[config.mk]
export PLATFORM = sky130hd
export DESIGN_NAME = wb_arbiter
export DESIGN_NICKNAME = d
export VERILOG_FILES = /design/src/rtl/wb_arbiter.sv
export SDC_FILE = /design/constraint.sdc
export NUM_CORES = 1
export LEC_CHECK = 0
export BUFFER_PORTS_ARGS = -buffer_cell sky130_fd_sc_hd__buf_4
export CAP_MARGIN = 10
export CORE_ASPECT_RATIO = 0.9
export CORE_MARGIN = 2
export CORE_UTILIZATION = 60
export CTS_BUF_LIST = sky130_fd_sc_hd__clkbuf_8
export CTS_CLUSTER_SIZE = 20
export DETAILED_ROUTE_END_ITERATION = 16
export PLACE_DENSITY_LB_ADDON = 0.08
export REMOVE_ABC_BUFFERS = 1
export SLEW_MARGIN = 25
export SYNTH_ARGS = -nofsm -noshare
export SYNTH_HDL_FRONTEND = slang
export SYNTH_SLANG_ARGS = --single-unit
[constraint.sdc]
create_clock -name clock -period 8.1 [get_ports clock]
set_input_delay 2.43 -clock clock [delete_from_list [all_inputs] [get_ports clock]]
set_output_delay 2.43 -clock clock [all_outputs]
set_load 0.01 [all_outputs]
[src/rtl/wb_arbiter.sv]
// wb_arbiter: register-file write-port arbiter, pipeline writeback first, multdiv results queued in a small FIFO.
// Define WB_BYPASS_EN to add registered bypass outputs bypValid/bypRd/bypData.
module wb_arbiter #(
  parameter int DEPTH = 2,
  parameter int CW    = 3
) (
  input  logic        clock,
  input  logic        reset,
  input  logic [31:0] oIn,
  input  logic [31:0] dIn,
  input  logic [4:0]  rdIn,
  input  logic        wRegIn,
  input  logic        lwIn,
  input  logic        mdReady,
  input  logic [31:0] mdResult,
  input  logic [4:0]  mdRd,
  output logic        rfWe,
  output logic [4:0]  rfRd,
  output logic [31:0] rfData,
  output logic        stallOut,
  output logic        mdPending,
  output logic        overflow
`ifdef WB_BYPASS_EN
  ,
  output logic        bypValid,
  output logic [4:0]  bypRd,
  output logic [31:0] bypData
`endif
);
  localparam int N = 2 ** CW;
  logic [31:0]   data_q [N];
  logic [4:0]    rd_q [N];
  logic [N-1:0]  vld_q, vld_d;
  logic [CW-1:0] wp_q, wp_d, rp_q, rp_d, cnt_q, cnt_d;
  logic          stall_q, stall_d, ovf_q, ovf_d;
  logic          pipe_wr, md_req, full, pop, enq, md_we;

  function automatic logic [CW-1:0] inc(input logic [CW-1:0] p);
    return (p == CW'(DEPTH - 1)) ? '0 : p + 1'b1;
  endfunction

  assign pipe_wr   = wRegIn & (rdIn != '0);
  assign md_req    = mdReady & (mdRd != '0);
  assign full      = cnt_q == CW'(DEPTH);
  assign pop       = ~pipe_wr & (cnt_q != '0);
  assign enq       = md_req & (~full | pop);
  assign md_we     = pop & vld_q[rp_q];
  assign rfWe      = pipe_wr | md_we;
  assign rfRd      = pipe_wr ? rdIn : md_we ? rd_q[rp_q] : '0;
  assign rfData    = pipe_wr ? (lwIn ? dIn : oIn) : md_we ? data_q[rp_q] : '0;
  assign stallOut  = stall_q;
  assign mdPending = cnt_q != '0;
  assign overflow  = ovf_q;

  // Squash runs before enqueue so a same-cycle multdiv result to rdIn survives.
  always_comb begin
    vld_d = vld_q;
    for (int i = 0; i < DEPTH; i++)
      if (pipe_wr && rd_q[i] == rdIn) vld_d[i] = 1'b0;
    if (pop) vld_d[rp_q] = 1'b0;
    if (enq) vld_d[wp_q] = 1'b1;
    rp_d    = pop ? inc(rp_q) : rp_q;
    wp_d    = enq ? inc(wp_q) : wp_q;
    cnt_d   = cnt_q + CW'(enq) - CW'(pop);
    stall_d = cnt_d >= CW'(DEPTH - 1);
    ovf_d   = ovf_q | (md_req & full & ~pop);
  end

  always_ff @(posedge clock)
    if (enq) begin
      data_q[wp_q] <= mdResult;
      rd_q[wp_q]   <= mdRd;
    end

  always_ff @(posedge clock or negedge reset)
    if (!reset) begin
      vld_q   <= '0;
      wp_q    <= '0;
      rp_q    <= '0;
      cnt_q   <= '0;
      stall_q <= 1'b0;
      ovf_q   <= 1'b0;
    end else begin
      vld_q   <= vld_d;
      wp_q    <= wp_d;
      rp_q    <= rp_d;
      cnt_q   <= cnt_d;
      stall_q <= stall_d;
      ovf_q   <= ovf_d;
    end

`ifdef WB_BYPASS_EN
  always_ff @(posedge clock or negedge reset)
    if (!reset) begin
      bypValid <= 1'b0;
      bypRd    <= '0;
      bypData  <= '0;
    end else begin
      bypValid <= rfWe;
      bypRd    <= rfRd;
      bypData  <= rfData;
    end
`endif
endmodule

Word level (Yosys, flattened, before mapping)

Memory sizes are Yosys's and may differ from the RTL's.
Cells that the tools add are included.

Flip-flop bits (word level): 19
Bits in writable memories: 296
Bits of input ports: 111
Output and inout bits: 41
Word-level logic and storage cells: 64
Memories kept: 2

Memories:

| memory | words | bits a word | rd ports | clocked after Yosys merged registers in | write ports | line | text |
|---|---|---|---|---|---|---|---|
| data_q | 8     | 32          | 1        | 0                                       | 1           | 31   | `logic [31:0] data_q [N];` |
| rd_q   | 8     | 5           | 3        | 0                                       | 1           | 32   | `logic [4:0] rd_q [N];` |

Add/subtract/negate cells: 4
$lt $le $gt $ge: 5
Equality and inequality tests: 5
Multiplexer cells: 19
Bitwise logic cells: 16
Reduce and logical (&&, ||, !) cells: 7

Operators with widths:

| cell                                                 | count |
|---|---|
| 2-to-1 mux 32 bit                                    | 3 |
| 2-to-1 mux 8 bit                                     | 2 |
| equality test 5 bit                                  | 2 |
| 2-to-1 mux 5 bit                                     | 2 |
| nonzero test 5 bit                                   | 2 |
| >= comparator 3 x 1 -> 1 bit (second input constant) | 3 |
| bitwise AND 8 bit                                    | 1 |
| < comparator 3 x 4 -> 1 bit (second input constant)  | 2 |
| NOT 8 bit                                            | 1 |
| OR 8 bit                                             | 1 |
| bitwise AND 1 bit                                    | 7 |
| 2-to-1 mux 1 bit                                     | 7 |
| adder 3 x 1 -> 3 bit (second input constant)         | 2 |
| demux 1 bit (select 3 bit)                           | 2 |
| equality test 3 x 1 -> 1 bit (second input constant) | 2 |
| 2-to-1 mux 3 bit                                     | 2 |
| logical AND 1 bit                                    | 4 |
| adder 3 x 1 -> 3 bit                                 | 1 |
| binary-select mux 1 bit (select 3 bit)               | 1 |
| equality test 3 x 2 -> 1 bit (second input constant) | 1 |
| NOT 1 bit                                            | 3 |
| OR 1 bit                                             | 3 |
| nonzero test 3 bit                                   | 1 |
| subtractor 3 x 1 -> 3 bit                            | 1 |

Logic depth before layout (Yosys ltp)

Gate-level depths: netlist of run 1.

Word-level depth: 9
Gate-level depth with buffers: 11
Mapped depth without buffers: 10

Worst setup path before layout of run 1

Ideal clock, no wire load.

Path type: input -> register
Start point: in rdIn[4]
End point: mem data_q[0][0], enable pin
Library setup time: 0.477 ns
Data arrival time: 6.088 ns
Setup slack: 1.534 ns
Stages: 5
Cells stage by stage: or3_1 o311a_1 nand2b_1 buf_2 nor3_1

Longest elaborated chain between the ends: 8

RTL lines:

| element                                | line | text |
|---|---|---|
| start: declaration                     | 11   | `input logic [4:0] rdIn,` |
| nonzero test 5 bit                     | 42   | `assign pipe_wr = wRegIn & (rdIn != '0);` |
| bitwise AND 1 bit                      | 42   |  |
| NOT 1 bit                              | 45   | `assign pop = ~pipe_wr & (cnt_q != '0);` |
| bitwise AND 1 bit                      | 45   |  |
| OR 1 bit                               | 46   | `assign enq = md_req & (~full \| pop);` |
| bitwise AND 1 bit                      | 46   |  |
| 2-to-1 mux 1 bit                       | 70   | `if (enq) begin` |
| 2-to-1 mux 1 bit (implied by the code) | 71   | `data_q[wp_q] <= mdResult;` |
| end: declaration                       | 31   |  |

Every way passes these cells.

Worst setup path in the final report of run 1

Start point: in rdIn[4]
End point: out rfData[7]

Longest elaborated chain between the ends: 7

RTL lines:

| element              | line | text |
|---|---|---|
| nonzero test 5 bit * | 42   |  |
| bitwise AND 1 bit *  | 42   |  |
| NOT 1 bit            | 45   |  |
| bitwise AND 1 bit    | 45   |  |
| bitwise AND 1 bit    | 47   | `assign md_we = pop & vld_q[rp_q];` |
| 2-to-1 mux 32 bit    | 50   | `assign rfData = pipe_wr ? (lwIn ? dIn : oIn) : md_we ? data_q[rp_q] : '0;` |
| 2-to-1 mux 32 bit *  | 50   |  |
| end: declaration     | 19   | `output logic [31:0] rfData,` |

Mark *: on every way between the ends. The rest lies on a longest branch, timed or not.

==> results of run 1 <==
[cells by family (layout without fill, tap and decap cells)]
group / count (synthesis) / count (layout) / synth area share
mux: 148 / 148 / 0.187
flops: 315 / 315 / 0.725
buf+inv: 46 / 256 / 0.0172
simple gates: 41 / 41 / 0.0165
compound gates: 60 / 60 / 0.0399
xor+xnor: 15 / 15 / 0.0102
fa+ha+maj: 3 / 3 / 0.00349
[placed cells by master, fill, tap and decap left out, types with 3 or more instances in the layout]
cell	n
edfxtp_1	296
buf_4	167
mux4_2	75
mux2i_1	73
clkbuf_8	51
inv_1	27
o22ai_2	19
dfrtp_1	16
o22ai_1	13
o21ai_0	11
xnor2_1	11
nand2_1	11
nand2b_1	7
o31ai_1	6
nor3_2	6
or3_1	5
clkinv_1	5
xor2_1	4
nand3_1	3
[how the worst min path moves through the flow]
| stage | slack, ps | to | cells after the start |
|---|---|---|---|
| 6_report | 490 | overflow | 1 |
| 5_1_grt | 530 | overflow | 1 |
| 4_1_cts | 490 | overflow | 1 |
| 3_5_place_dp | 460 | overflow | 1 |
| 3_3_place_gp | 440 | overflow | 1 |
| 2_1_floorplan | 460 | vld_q[3] | 1 |
[metrics by stage]
step	util	instances	instance area, sq um	setup slack [ps]
floorplan	-	588	12700	837
global placement	0.686	1041	14400	1300
detailed placement	0.687	1041	14400	1240
CTS	0.729	1124	15300	1230
global route	0.729	1124	15300	1380
finish	0.729	1124	15300	1490
[cell type report]
type                            instances  area [sq um]
Tap cell                              286           358
Multi-Input combinational cell        267          3380
Timing Repair Buffer                  167          1250
Fill cell                            1273          5670
Inverter                                6          22.5
Clock inverter                         32           194
Sequential cell                       315          9370
Clock buffer                           51           702
[state kept, by name, summed over array words and instances (netlist names)]
register and cells:
rd_q 40, data_q 256, cnt_q 3, vld_q 8, rp_q 3, overflow 1, wp_q 3, stallOut 1
[layer usage]
layer | up-vias | GRT usage
li1 | 2964 | -
met2 | 287 | 0.393
met4 | 0 | 0.0759
met5 | - | 0
met3 | 46 | 0.0507
met1 | 3450 | 0.329
[power groups by stage]
| stage | Clock, W | Sequential, W | Combinational [W] |
|---|---|---|---|
| after floorplan | 0 | 0.00205 | 0.000547 |
| after global placement | 0 | 0.00202 | 0.000830 |
| after detailed placement | 0 | 0.00203 | 0.000851 |
| after CTS | 0.00124 | 0.00199 | 0.000854 |
| after global routing | 0.00131 | 0.00201 | 0.000913 |
| final | 0.00122 | 0.00199 | 0.000844 |
[cells in the mapped netlist]
| cell | count |
|---|---|
| o22ai_1 | 13 |
| fa_1 | 1 |
| edfxtp_1 | 296 |
| nand2b_1 | 7 |
| dfrtp_1 | 19 |
| o21ai_0 | 11 |
| mux2i_1 | 73 |
| xor2_1 | 4 |
| inv_1 | 6 |
| buf_2 | 16 |
| mux4_2 | 75 |
| o32ai_1 | 1 |
| nand4_1 | 1 |
| nand3_1 | 3 |
| or3_1 | 5 |
| clkbuf_1 | 18 |
| a21o_1 | 1 |
| nor3b_1 | 1 |
| o211ai_1 | 1 |
| ha_1 | 2 |
| nor2_1 | 2 |
| nor3_1 | 8 |
| buf_1 | 2 |
| o311a_1 | 1 |
| o21bai_1 | 1 |
| nor4_1 | 1 |
| o22ai_2 | 19 |
| or2_1 | 1 |
| nand2_1 | 11 |
| o41ai_1 | 2 |
| o2bb2ai_1 | 2 |
| o31ai_2 | 1 |
| buf_6 | 4 |
| o21a_1 | 1 |
| or4_1 | 1 |
| o31ai_1 | 6 |
| xnor2_1 | 11 |
==> flow_metrics.py, run 1 <==
metrics = {
    "sta": {
        "finalCriticalPeriod_ps": 6610,
        "min_period_over_period": 0.816,
        "max-slew-margin-rel": 0.388,
        "worstMarginPinSlew_ps": 917,
        "finalHoldViolCount": 0,
        "rsz0062_at_grt": "no",
        "clock_skew_ps": 21.5,
        "fin_tns_setup_ps": 0,
        "hold_ws_ps": 489,
        "drv_slew": 0,
        "fmax_ghz": 0.151,
        "setup_viol": 0,
    },
    "detailed_routing": {
        "drc_errors": 0,
        "routed_wl_microns": 26300,
        "dr_total_vias": 6747,
        "drt_iter0_markers": 470,
        "drtPass1Iterations": 4,
        "avgRoutedWirePerCell_microns": 23.4,
        "drtAntennaViolNets": 0,
        "wl_met1_microns": 11000,
        "vias_per_cell": 6.00,
        "highest_layer": "met4",
        "wl_met3_microns": 1740,
        "wl_met2_microns": 13000,
    },
    "finish": {
        "final_nets": 919,
        "diodes": 0,
        "drive_above_1_share": 0.395,
        "area_growth_pct": 18.4,
    },
    "synth": {
        "synth_top_area_cell": "edfxtp_1",
        "avgSynthCellArea_sq_um": 20.6,
        "syn_inst": 628,
        "synth_top_area_frac": 0.688,
        "yosys-top-cells-area": "edfxtp_1 (69%), mux4_2 (13%), mux2i_1 (5.7%)",
        "synth-seq-area-share": 0.725,
        "synth_area_sq_mm": 0.0129,
        "ys_types": 37,
        "yosys_warnings": 0,
        "synth_seq_cells": 315,
    },
    "floorplan": {
        "die_area_sq_mm": 0.0227,
        "core.rowCount": 50,
        "core_area_sq_mm": 0.0210,
        "initial_core_util": 0.616,
        "dieHeight_microns": 143,
        "io_pins": 152,
        "dieWidth_microns": 159,
    },
    "critical_path": {
        "crit_buf_inv": 2,
        "reg2regPathDepth": 10,
        "critPathRequiredTime_ps": 5670,
        "r2r-start": "cnt_q[2]",
        "crit_end": "rfData[7]",
        "critPathLaunch": "rdIn[4]",
        "cp_num_cells": 6,
        "critPathLaunchType": "input pin",
        "r2r_slack_ps": 4880,
        "cp_slowest_cell": "or2_4",
        "crit_arrival_ps": 4180,
        "crit_family": "simple AND/OR/NAND/NOR gates",
        "slowest_delay_ps": 560,
        "crit_path_end_kind": "primary output",
        "r2r-end": "stallOut",
        "worstPathCellList": "buf_4 > o31ai_1 > nand3_1 > or2_4 > o22ai_1 > buf_4",
        "worst-path-max-fanout": 38,
        "cpMostUsedCell": "buf_4",
        "crit_type": "input pin to primary output",
    },
    "grt": {
        "antenna_found_initial": 0,
        "grt_pass1_vias": 6933,
        "grt_overflow": 0,
        "grt_use_total": 0.240,
        "grt_pass1_wl_microns": 39600,
        "grt_max_degree": 47,
    },
    "job": {
        "maxCapViolations": 0,
    },
    "cts": {
        "worst_skew_pair.late_latency_ps": 570,
        "postCtsHoldBufs": 0,
        "htreeDepth": 2,
        "path_clk_slew_ps": 60,
        "tritoncts": "yes",
        "cts.repair.resized": 0,
        "post_cts_buffers": 0,
        "numCtsBuffers": 48,
        "clock_sinks": 315,
        "cts_root_buf": "clkbuf_8",
        "clockBufferDepth": 3,
    },
    "power": {
        "swShare": 0.261,
        "p_seq_frac": 0.492,
        "power_frac_comb": 0.208,
        "p_leak_nw": 5.24,
        "p_int_w": 0.00299,
        "power_w": 0.00405,
        "clockPowerShare": 0.300,
        "peakVddDrop_uv": 180,
        "p_switching_w": 0.00106,
        "power_density_mw_per_mm2": 265,
    },
    "min_path": {
        "min_from": "overflow",
        "hold_class": "flip-flop to flip-flop",
    },
    "placed_design": {
        "hpwl_microns": 15000,
        "port_buffers": 151,
        "gp_congestion": 0.804,
    },
    "run_status": {
        "status": "complete, no violations",
    },
}
Power figures use the tool's default switching activity.
==> run 2: changes to the inputs <==
--- a/config.mk
+++ b/config.mk
@@ -9,7 +9,7 @@
 export CAP_MARGIN = 10
 export CORE_ASPECT_RATIO = 0.9
 export CORE_MARGIN = 2
-export CORE_UTILIZATION = 60
+export CORE_UTILIZATION = 54
 export CTS_BUF_LIST = sky130_fd_sc_hd__clkbuf_8
 export CTS_CLUSTER_SIZE = 20
 export DETAILED_ROUTE_END_ITERATION = 16
==> constraint.sdc (replaced) <==
create_clock -name clock -period 5.4 [get_ports clock]
set_input_delay 1.62 -clock clock [delete_from_list [all_inputs] [get_ports clock]]
set_output_delay 1.62 -clock clock [all_outputs]
set_load 0.01 [all_outputs]
==> flow_metrics.py, run 2 (same netlist as run 1, synthesis figures left out) <==
metrics = {
    "grt": {
        "grt_overflow": 0,
        "grt_max_degree": 46,
        "grt_pass1_wl_microns": 41200,
        "grt_use_total": 0.217,
        "grt_pass1_vias": 7054,
        "antenna_found_initial": 1,
    },
    "placed_design": {
        "placed_cells": 1066,
        "gp_congestion": 0.804,
        "port_buffers": 151,
        "hpwl_microns": 15800,
        "dp_slack_ps": 576,
    },
    "sta": {
        "clock_skew_ps": 21.0,
        "drv_slew": 0,
        "finalHoldViolCount": 0,
        "setup_viol": 0,
        "min_period_over_period": 0.885,
        "finalCriticalPeriod_ps": 4780,
        "fin_tns_setup_ps": 0,
        "setup_ws_ps": 619,
        "max-slew-margin-rel": 0.469,
        "fmax_ghz": 0.209,
        "rsz0062_at_grt": "no",
        "worstMarginPinSlew_ps": 796,
    },
    "cts": {
        "worst_skew_pair.late_latency_ps": 560,
        "clockBufferDepth": 3,
        "clock_sinks": 315,
        "post_cts_buffers": 0,
        "htreeDepth": 2,
        "cts.repair.resized": 0,
        "postCtsHoldBufs": 0,
        "cts_root_buf": "clkbuf_8",
        "tritoncts": "yes",
        "numCtsBuffers": 49,
        "path_clk_slew_ps": 50,
    },
    "job": {
        "maxCapViolations": 0,
    },
    "finish": {
        "area_growth_pct": 19.0,
        "final_common_cell": "edfxtp_1",
        "drive_above_1_share": 0.396,
        "diodes": 0,
        "layout_common_cells": "edfxtp_1 (296), buf_4 (173), mux4_2 (75), mux2i_1 (73), clkbuf_8 (50)",
        "n_fill_cell": 1589,
        "largest_reg_flops": 256,
        "final_util": 0.656,
        "top_register": "data_q",
        "fin_cells": 1156,
        "reg_top3": "data_q: 256 flops, rd_q: 40 flops, vld_q: 8 flops",
        "final_nets": 929,
    },
    "floorplan": {
        "core_area_sq_mm": 0.0234,
        "dieWidth_microns": 167,
        "io_pins": 152,
        "initial_core_util": 0.552,
        "core.rowCount": 53,
        "die_area_sq_mm": 0.0252,
        "dieHeight_microns": 151,
    },
    "critical_path": {
        "critPathRequiredTime_ps": 3780,
        "worst-path-max-fanout": 20,
        "crit_path_end_kind": "primary output",
        "crit_arrival_ps": 3160,
        "critPathLaunchType": "input pin",
        "crit_type": "input pin to primary output",
        "reg2regPathDepth": 10,
    },
    "detailed_routing": {
        "drtPass1Iterations": 4,
        "dr_total_vias": 6710,
        "drtAntennaViolNets": 0,
        "drt_iter0_markers": 511,
        "routed_wl_microns": 26600,
        "drc_errors": 0,
        "vias_per_cell": 5.80,
        "avgRoutedWirePerCell_microns": 23.0,
    },
    "run_status": {
        "status": "complete, no violations",
    },
    "power": {
        "power_density_mw_per_mm2": 390,
        "peakVddDrop_uv": 238,
        "p_leak_nw": 5.29,
        "power_w": 0.00599,
    },
    "min_path": {
        "holdPathStages": 1,
        "hold_class": "flip-flop to flip-flop",
    },
}
-- run 2: through the flow --
| step | hold WS [ps] | area [sq um] |
|---|---|---|
| after floorplan | 456 | 12700 |
| after global placement | 446 | 14500 |
| after detailed placement | 447 | 14500 |
| after CTS | 471 | 15400 |
| after global routing | 497 | 15400 |
| final | 469 | 15400 |
-- run 2: layer usage --
metal | global-route usage | share of wire | up-vias
met5 | 0 | 0 | -
met4 | 0.0578 | 0.016 | 0
met3 | 0.0394 | 0.056 | 38
met2 | 0.366 | 0.51 | 220
met1 | 0.299 | 0.42 | 3449
li1 | - | - | 3003
-- run 2: path summary, 6_finish.rpt --
check	startpoint	endpoint	slack, ps
hold / removal	overflow	overflow	470
max in group asynchronous	reset	rp_q[1]	4210
setup reg to reg	cnt_q[0]	stallOut	2300
hold reg to reg	overflow	overflow	470
min in group asynchronous	reset	vld_q[1]	950
setup / recovery	rdIn[4]	rfData[4]	620
-- run 2: final cells by class --
type | instances | area, sq um | area share
Sequential cell | 315 | 9370 | 0.610
Multi-Input combinational cell | 267 | 3380 | 0.220
Timing Repair Buffer | 176 | 1360 | 0.0885
Clock buffer | 50 | 688 | 0.0448
Tap cell | 302 | 378 | 0.0246
Clock inverter | 40 | 164 | 0.0107
Inverter | 6 | 22.5 | 0.00147
-- run 2: worst max-delay path: stages --
cell and delay [ps]:
buf_4 130, o31ai_1 310, nand3_1 150, or2_2 320
buf_4 230, o22ai_1 220, buf_4 150
-- run 2: power by group --
part           leakage [nW]  switching [W]  internal (W)  total, W
clock                 0.517       0.000860      0.000860   0.00172
sequential             2.91       0.000145       0.00285   0.00299
combinational          1.86       0.000581      0.000694   0.00128
total                  5.29        0.00159       0.00440   0.00599
==> run 3: changes to the inputs <==
--- a/config.mk
+++ b/config.mk
@@ -5,14 +5,15 @@
 export SDC_FILE = /design/constraint.sdc
 export NUM_CORES = 1
 export LEC_CHECK = 0
-export BUFFER_PORTS_ARGS = -buffer_cell sky130_fd_sc_hd__buf_4
 export CAP_MARGIN = 10
 export CORE_ASPECT_RATIO = 0.9
 export CORE_MARGIN = 2
-export CORE_UTILIZATION = 54
+export CORE_UTILIZATION = 59
 export CTS_BUF_LIST = sky130_fd_sc_hd__clkbuf_8
 export CTS_CLUSTER_SIZE = 20
 export DETAILED_ROUTE_END_ITERATION = 16
+export DONT_BUFFER_PORTS = 1
+export GPL_TIMING_DRIVEN = 0
 export PLACE_DENSITY_LB_ADDON = 0.08
 export REMOVE_ABC_BUFFERS = 1
 export SLEW_MARGIN = 25
==> flow_metrics.py, run 3 (same netlist as run 1, synthesis figures left out) <==
metrics = {
    "placed_design": {
        "dp_slack_ps": 127,
        "placed_cells": 930,
        "hpwl_microns": 16900,
        "port_buffers": 0,
        "gp_congestion": 0.745,
    },
    "detailed_routing": {
        "drc_errors": 0,
        "wl_met3_microns": 1570,
        "avgRoutedWirePerCell_microns": 24.7,
        "routed_wl_microns": 25200,
        "drtPass1Iterations": 5,
        "highest_layer": "met4",
        "vias_per_cell": 6.14,
        "wl_met1_microns": 10600,
        "wl_met2_microns": 12700,
        "drt_iter0_markers": 473,
        "drtAntennaViolNets": 0,
        "dr_total_vias": 6267,
    },
    "floorplan": {
        "core_area_sq_mm": 0.0216,
        "io_pins": 152,
        "die_area_sq_mm": 0.0231,
        "initial_core_util": 0.599,
        "dieHeight_microns": 144,
        "dieWidth_microns": 160,
        "core.rowCount": 51,
    },
    "finish": {
        "final_nets": 804,
        "reg_top3": "data_q: 256 flops, rd_q: 40 flops, vld_q: 8 flops",
        "area_growth_pct": 13.1,
        "n_fill_cell": 1443,
        "diodes": 0,
        "final_common_cell": "edfxtp_1",
        "fin_cells": 1021,
        "drive_above_1_share": 0.301,
        "layout_common_cells": "edfxtp_1 (296), mux4_2 (75), mux2i_1 (73), clkbuf_8 (49), buf_4 (32)",
        "top_register": "data_q",
        "largest_reg_flops": 256,
    },
    "critical_path": {
        "critPathLaunchType": "input pin",
        "crit_path_end_kind": "primary output",
        "critPathRequiredTime_ps": 3780,
        "crit_arrival_ps": 3540,
        "crit_type": "input pin to primary output",
        "worst-path-max-fanout": 21,
    },
    "cts": {
        "clock_sinks": 315,
        "cts.repair.resized": 0,
        "tritoncts": "yes",
        "htreeDepth": 2,
        "clockBufferDepth": 3,
        "numCtsBuffers": 49,
        "postCtsHoldBufs": 0,
        "worst_skew_pair.late_latency_ps": 560,
        "cts_root_buf": "clkbuf_8",
        "post_cts_buffers": 0,
        "path_clk_slew_ps": 60,
    },
    "power": {
        "power_density_mw_per_mm2": 407,
        "peakVddDrop_uv": 360,
        "p_leak_nw": 4.73,
    },
    "sta": {
        "drv_slew": 0,
        "clock_skew_ps": 26.6,
        "worstMarginPinSlew_ps": 687,
        "finalCriticalPeriod_ps": 5160,
        "max-slew-margin-rel": 0.540,
        "fmax_ghz": 0.194,
        "setup_viol": 0,
        "finalHoldViolCount": 0,
        "rsz0062_at_grt": "no",
        "min_period_over_period": 0.956,
        "setup_ws_ps": 239,
    },
    "job": {
        "maxCapViolations": 0,
    },
    "grt": {
        "antenna_found_initial": 0,
        "grt_pass1_wl_microns": 38300,
        "grt_pass1_vias": 6491,
        "grt_overflow": 0,
        "grt_use_total": 0.224,
        "grt_max_degree": 46,
    },
    "run_status": {
        "status": "complete, no violations",
    },
    "min_path": {
        "hold_class": "flip-flop to flip-flop",
    },
}
-- run 3: final timing paths --
kind	to	cells after the start	from	slack [ps]
max in group asynchronous	rp_q[0]	0	reset	4570
setup reg to reg	stallOut	10	cnt_q[0]	2220
min in group asynchronous	vld_q[1]	0	reset	750
hold / removal	vld_q[2]	2	vld_q[2]	490
setup / recovery	rfRd[4]	5	rdIn[4]	240
hold reg to reg	vld_q[2]	2	vld_q[2]	490
-- run 3: power by group --
| group | internal, W | switching [W] | total, W |
|---|---|---|---|
| clock network | 0.000946 | 0.000871 | 0.00182 |
| logic | 0.000602 | 0.000536 | 0.00114 |
| registers | 0.00285 | 0.000137 | 0.00298 |
-- run 3: through the flow --
step                      cell area, sq um   util  setup TNS [ps]  hold WS [ps]  power, W
after floorplan                      12700      -         -101740           456   0.00390
final                                14600  0.677               0           494   0.00594
after detailed placement             13700  0.635               0           485   0.00419
after global placement               13100  0.606         -946380           479   0.00416
after global routing                 14600  0.677               0           521   0.00621
after CTS                            14600  0.677               0           498   0.00602
-- run 3: layout make-up --
class / instances / area [sq um] / share of cell area
clock inverter: 42 / 229 / 0.0157
sequential: 315 / 9380 / 0.642
tap: 291 / 364 / 0.0249
inverter: 6 / 22.5 / 0.00154
multi-input combinational: 267 / 3380 / 0.231
timing repair buffer: 51 / 557 / 0.0381
clock buffer: 49 / 674 / 0.0462
-- run 3: routing by layer --
layer | up-vias | track usage
li1 | 2752 | -
met1 | 3271 | 0.305
met2 | 210 | 0.372
met3 | 34 | 0.0528
met4 | 0 | 0.0616
met5 | - | 0
-- run 3: critical path, cell delays in order --
cell     delay (ps)
o31ai_1         310
nand3_1         340
or2_2           640
buf_16          260
o21ai_0         350
